`config.mk`:
```
export PLATFORM = sky130hd
export DESIGN_NAME = multi_ch_serializer
export DESIGN_NICKNAME = d
export VERILOG_FILES = /design/src/rtl/multi_ch_serializer.sv
export SDC_FILE = /design/constraint.sdc
export NUM_CORES = 1
export LEC_CHECK = 0
export BUFFER_PORTS_ARGS = -buffer_cell sky130_fd_sc_hd__buf_2
export CAP_MARGIN = 20
export CELL_PAD_IN_SITES_DETAIL_PLACEMENT = 2
export CELL_PAD_IN_SITES_GLOBAL_PLACEMENT = 2
export CORE_ASPECT_RATIO = 1.25
export CORE_MARGIN = 2
export CORE_UTILIZATION = 25
export CTS_BUF_LIST = sky130_fd_sc_hd__clkbuf_2 sky130_fd_sc_hd__clkbuf_4 sky130_fd_sc_hd__clkbuf_8
export CTS_CLUSTER_DIAMETER = 50
export CTS_CLUSTER_SIZE = 14
export DETAILED_ROUTE_END_ITERATION = 12
export GPL_ROUTABILITY_DRIVEN = 1
export GPL_TIMING_DRIVEN = 1
export PLACE_DENSITY_LB_ADDON = 0.1
export SLEW_MARGIN = 10
export SYNTH_ARGS = -nofsm -noshare
export SYNTH_HDL_FRONTEND = slang
export SYNTH_SLANG_ARGS = --single-unit
```
`constraint.sdc`:
```
create_clock -name clk -period 2.05 [get_ports clk]
set_input_delay 0.615 -clock clk [delete_from_list [all_inputs] [get_ports clk]]
set_output_delay 0.615 -clock clk [all_outputs]
set_load 0.005 [all_outputs]
```
`src/rtl/multi_ch_serializer.sv`:
```
// N-channel parallel-to-serial shifter: loads one word per channel, then shifts all channels
// out together one bit per beat under valid/ready, with per-frame bit order and inter-frame gap.
module multi_ch_serializer #(
    parameter int unsigned DATA_WD      = 10,
    parameter int unsigned CH_NUM       = 4,
    parameter int unsigned GAP_CYC      = 2,
    parameter int unsigned FRAME_CNT_WD = 8
) (
    input  logic                       clk,
    input  logic                       rst_n,
    input  logic                       clear_i,
    input  logic                       in_valid_i,
    output logic                       in_ready_o,
    input  logic [CH_NUM*DATA_WD-1:0]  in_data_i,
    input  logic                       lsb_first_i,
    output logic                       ser_valid_o,
    input  logic                       ser_ready_i,
    output logic [CH_NUM-1:0]          ser_data_o,
    output logic                       ser_sof_o,
    output logic                       ser_eof_o,
    output logic [FRAME_CNT_WD-1:0]    frame_cnt_o
);

    localparam int unsigned CntW = $clog2(DATA_WD);
    localparam int unsigned GapW = (GAP_CYC > 1) ? $clog2(GAP_CYC) : 1;
    localparam logic [CntW-1:0] BitLast = CntW'(DATA_WD - 1);
    localparam logic [GapW-1:0] GapLast = GapW'((GAP_CYC > 0) ? GAP_CYC - 1 : 0);

    typedef enum logic [1:0] {
        StIdle,
        StShift,
        StGap
    } state_e;

    state_e                                state_q, state_d;
    logic [CH_NUM-1:0][DATA_WD-1:0]        shreg_q, shreg_d;
    logic                                  lsb_q, lsb_d;
    logic [CntW-1:0]                       bit_cnt_q, bit_cnt_d;
    logic [GapW-1:0]                       gap_cnt_q, gap_cnt_d;
    logic [FRAME_CNT_WD-1:0]               frame_cnt_q, frame_cnt_d;
    logic                                  in_ready_q, in_ready_d;
    logic                                  ser_valid_q, ser_valid_d;
    logic [CH_NUM-1:0]                     ser_data_q, ser_data_d;
    logic                                  ser_sof_q, ser_sof_d;
    logic                                  ser_eof_q, ser_eof_d;
    logic                                  beat_acc;

    assign beat_acc = (state_q == StShift) && ser_valid_q && ser_ready_i;

    always_comb begin
        state_d     = state_q;
        shreg_d     = shreg_q;
        lsb_d       = lsb_q;
        bit_cnt_d   = bit_cnt_q;
        gap_cnt_d   = gap_cnt_q;
        frame_cnt_d = frame_cnt_q;
        if (clear_i) begin
            // Abort drops the frame in flight; the completed-frame count is kept.
            state_d   = StIdle;
            shreg_d   = '0;
            bit_cnt_d = '0;
            gap_cnt_d = '0;
        end else begin
            unique case (state_q)
                StIdle: begin
                    if (in_valid_i && in_ready_q) begin
                        shreg_d   = in_data_i;
                        lsb_d     = lsb_first_i;
                        bit_cnt_d = '0;
                        state_d   = StShift;
                    end
                end
                StShift: begin
                    if (beat_acc) begin
                        if (bit_cnt_q == BitLast) begin
                            frame_cnt_d = frame_cnt_q + FRAME_CNT_WD'(1);
                            shreg_d     = '0;
                            bit_cnt_d   = '0;
                            gap_cnt_d   = '0;
                            state_d     = (GAP_CYC > 0) ? StGap : StIdle;
                        end else begin
                            for (int unsigned c = 0; c < CH_NUM; c++) begin
                                shreg_d[c] = lsb_q ? (shreg_q[c] >> 1) : (shreg_q[c] << 1);
                            end
                            bit_cnt_d = bit_cnt_q + CntW'(1);
                        end
                    end
                end
                StGap: begin
                    if (gap_cnt_q == GapLast) begin
                        gap_cnt_d = '0;
                        state_d   = StIdle;
                    end else begin
                        gap_cnt_d = gap_cnt_q + GapW'(1);
                    end
                end
                default: state_d = StIdle;
            endcase
        end
    end

    // Outputs are registered copies of what the next state presents.
    always_comb begin
        in_ready_d  = (state_d == StIdle) && !clear_i;
        ser_valid_d = (state_d == StShift);
        ser_sof_d   = ser_valid_d && (bit_cnt_d == '0);
        ser_eof_d   = ser_valid_d && (bit_cnt_d == BitLast);
        ser_data_d  = '0;
        for (int unsigned c = 0; c < CH_NUM; c++) begin
            ser_data_d[c] = ser_valid_d && (lsb_d ? shreg_d[c][0] : shreg_d[c][DATA_WD-1]);
        end
    end

    always_ff @(posedge clk or negedge rst_n) begin
        if (!rst_n) begin
            state_q     <= StIdle;
            shreg_q     <= '0;
            lsb_q       <= 1'b0;
            bit_cnt_q   <= '0;
            gap_cnt_q   <= '0;
            frame_cnt_q <= '0;
            in_ready_q  <= 1'b0;
            ser_valid_q <= 1'b0;
            ser_data_q  <= '0;
            ser_sof_q   <= 1'b0;
            ser_eof_q   <= 1'b0;
        end else begin
            state_q     <= state_d;
            shreg_q     <= shreg_d;
            lsb_q       <= lsb_d;
            bit_cnt_q   <= bit_cnt_d;
            gap_cnt_q   <= gap_cnt_d;
            frame_cnt_q <= frame_cnt_d;
            in_ready_q  <= in_ready_d;
            ser_valid_q <= ser_valid_d;
            ser_data_q  <= ser_data_d;
            ser_sof_q   <= ser_sof_d;
            ser_eof_q   <= ser_eof_d;
        end
    end

    assign in_ready_o  = in_ready_q;
    assign ser_valid_o = ser_valid_q;
    assign ser_data_o  = ser_data_q;
    assign ser_sof_o   = ser_sof_q;
    assign ser_eof_o   = ser_eof_q;
    assign frame_cnt_o = frame_cnt_q;

endmodule

```
==> flow_summary.ini <==
[routing]
vias_per_cell = 5.07
drt-total-wl_um = 11500
drt-initial-drc-count = 67
route.detailed.drc = 0
vias = 3029
dr.pass1.iters = 4
ant_nets = 0
wl_per_cell_um = 19.3

[layout]
num-nets-final = 471
stdcell_count = 598
layout_commonest_cell = dfrtp_1
drive_gt1_share_pct = 35.1
area_growth_pct = 27.0
fillers = 1472
antenna_cells = 0
layout.cells.most_common_list = dfrtp_1 (64), buf_2 (61), nand2_1 (42)

[floorplan]
die_area_um2 = 14700
start_util_pct = 25.8
core_um2 = 13300
die_y_um = 135
row_count = 47
boundaryPins = 62
die_w_um = 109

[placed_design]
place_inst = 581
port_buffers = 61
place_congestion = 0.774
place_hpwl_um = 8290

[worst_setup_path]
crit_fanout = 13
crit_slowest_cell = dfrtp_1
endpoint_kind = register
critPathKind = reg -> reg
worstPathRequired_ns = 2.30
crit_path_start_kind = register
critical_path_arrival_ns = 2.11
crit_chain = nand4b_4 -> or3_1 -> a211oi_2 -> nor3_1 -> and3_1
slowest_delay_ns = 0.52

[timing]
tns_ns = 0
finalCriticalPeriod_ns = 1.86
tightest_slew_ns = 0.495
clock_skew_ns = 0.0112
final_max_slew_viol_count = 0
rsz0062_at_grt = no
slew_headroom_pct = 66.9
timing.final.crit_share_pct = 90.8
setup_viol = 0
hold_violations = 0
whs_ns = 0.275
fmax_mhz = 537

[cts]
numCtsBuffers = 9
clock_latency_ns = 0.36
root_buffer = clkbuf_8
clockBufferDepth = 2
htreeDepth = 3
cts_tree = built
path_clk_slew_ns = 0.09
clkSinkCount = 64

[yosys]
synth-edff-count = 0
synth.avg_cell_area_um2 = 10.0
yosys_warnings = 0
synth_cell_types = 47
ys.flop_type = dfrtp_1
syn_inst = 344
synth-seq-cells = 64
async_flop_share_pct = 100
netlist_area_um2 = 3440
seq_area_frac_synth_pct = 46.5
syn_nets = 393

[min_path]
hp-class = in -> async

[global_route]
globalRouteOverflowTotal = 0
antenna_found_initial = 0
grt_max_degree = 65
grt_use_total_pct = 17.0
grt_pass1_vias = 3475
grt_pass1_wl_um = 19100

[power_and_ir_drop]
peakVddDrop_mv = 0.244
power_leakage_nw = 1.99
power.density_nw_per_um2 = 744
p_total_mw = 3.25

[run_status]
status = finished clean

[flow_run]
max_cap_viol_count = 0
-- synthesized netlist by cell type (all sizes together) (5+ instances only) --
master | n | area share, %
o21ai | 37 | 5.4
dfrtp | 64 | 47
buf | 14 | 2.4
nor2 | 11 | 1.2
nor3 | 5 | 1.2
mux2i | 5 | 1.5
inv | 13 | 1.4
xnor2 | 5 | 1.3
clkbuf | 12 | 1.3
nand4 | 7 | 1.3
mux2 | 29 | 9.5
nand2 | 42 | 4.6
a22oi | 33 | 7.2
a21oi | 12 | 1.7
-- critical path, delay by kind of cell, from the launching register on --
| family | cells | cell delay, ns |
|---|---|---|
| AOI/OAI and AO/OA | 1 | 0.27 |
| DFF | 1 | 0.52 |
| and+or+nand+nor | 4 | 0.97 |
-- layer usage --
metal	vias to the layer above	GRT usage, %	share of wire, %
met5	-	0	0
met3	9	2.60	2.4
li1	1417	-	-
met2	41	30.1	52
met1	1562	21.3	44
met4	0	4.70	1.0
-- where the power goes --
group          internal, mW  switching [mW]  total (mW)
Combinational         0.226           0.309       0.535
Sequential             1.30          0.0322        1.33
Clock                 0.810           0.575        1.39
Total                  2.34           0.916        3.25
-- kinds of logic after synthesis --
family                   count (synthesis)  share of synthesized area, %
XOR/XNOR                                 7                          1.78
AND/OR/NAND/NOR                         92                          14.5
adder cells (fa/ha/maj)                  3                          1.09
AO/OA/AOI/OAI                          105                          20.1
buffers and inverters                   39                          5.09
flip-flops                              64                          46.5
multiplexers                            34                          10.9
-- sequential cells by signal, indices dropped and copies added, names as in the netlist --
register	cells
state_q	2
shreg_q	40
in_ready_o	1
frame_cnt_o	8
ser_sof_o	1
ser_eof_o	1
gap_cnt_q	1
lsb_q	1
ser_data_o	4
ser_valid_o	1
bit_cnt_q	4
-- timing repair --
| item | in CTS | in global routing |
|---|---|---|
| hold buffers | 0 | 0 |
| setup endpoints to repair | 0 | 12 |
| setup buffers | 0 | 1 |
| gates resized for setup | 0 | 4 |
-- area by class of cell --
class                      count  area [um2]  share of cell area, %
multi-input combinational    241        1690                   38.6
inverter                      13        48.8                   1.12
timing repair buffer          93         574                   13.1
tap                          171         214                   4.90
clock buffer                   9         124                   2.83
clock inverter                 7         120                   2.75
sequential                    64        1600                   36.6
-- final timing paths --
check,startpoint,endpoint,slack [ns],cells past startpoint
setup / recovery,state_q[1],ser_eof_o,0.19,5
hold reg to reg,frame_cnt_o[7],frame_cnt_o[7],0.48,1
setup reg to reg,state_q[1],ser_eof_o,0.19,5
min in group clk,frame_cnt_o[7],frame_cnt_o[7],0.48,1
max in group asynchronous,rst_n,shreg_q[21],1.47,2
hold / removal,rst_n,bit_cnt_q[0],0.27,2
-- metrics by stage --
step / cell area [um2] / setup WS (ns) / util (%)
floorplan: 3440 / 0.0702 / -
global placement: 4100 / 0.0828 / 30.7
detailed placement: 4100 / 0.0524 / 30.7
CTS: 4350 / 0.0708 / 32.6
global route: 4370 / 0.0595 / 32.7
finish: 4370 / 0.190 / 32.7
Note: power is estimated with default switching activity, not from simulation.
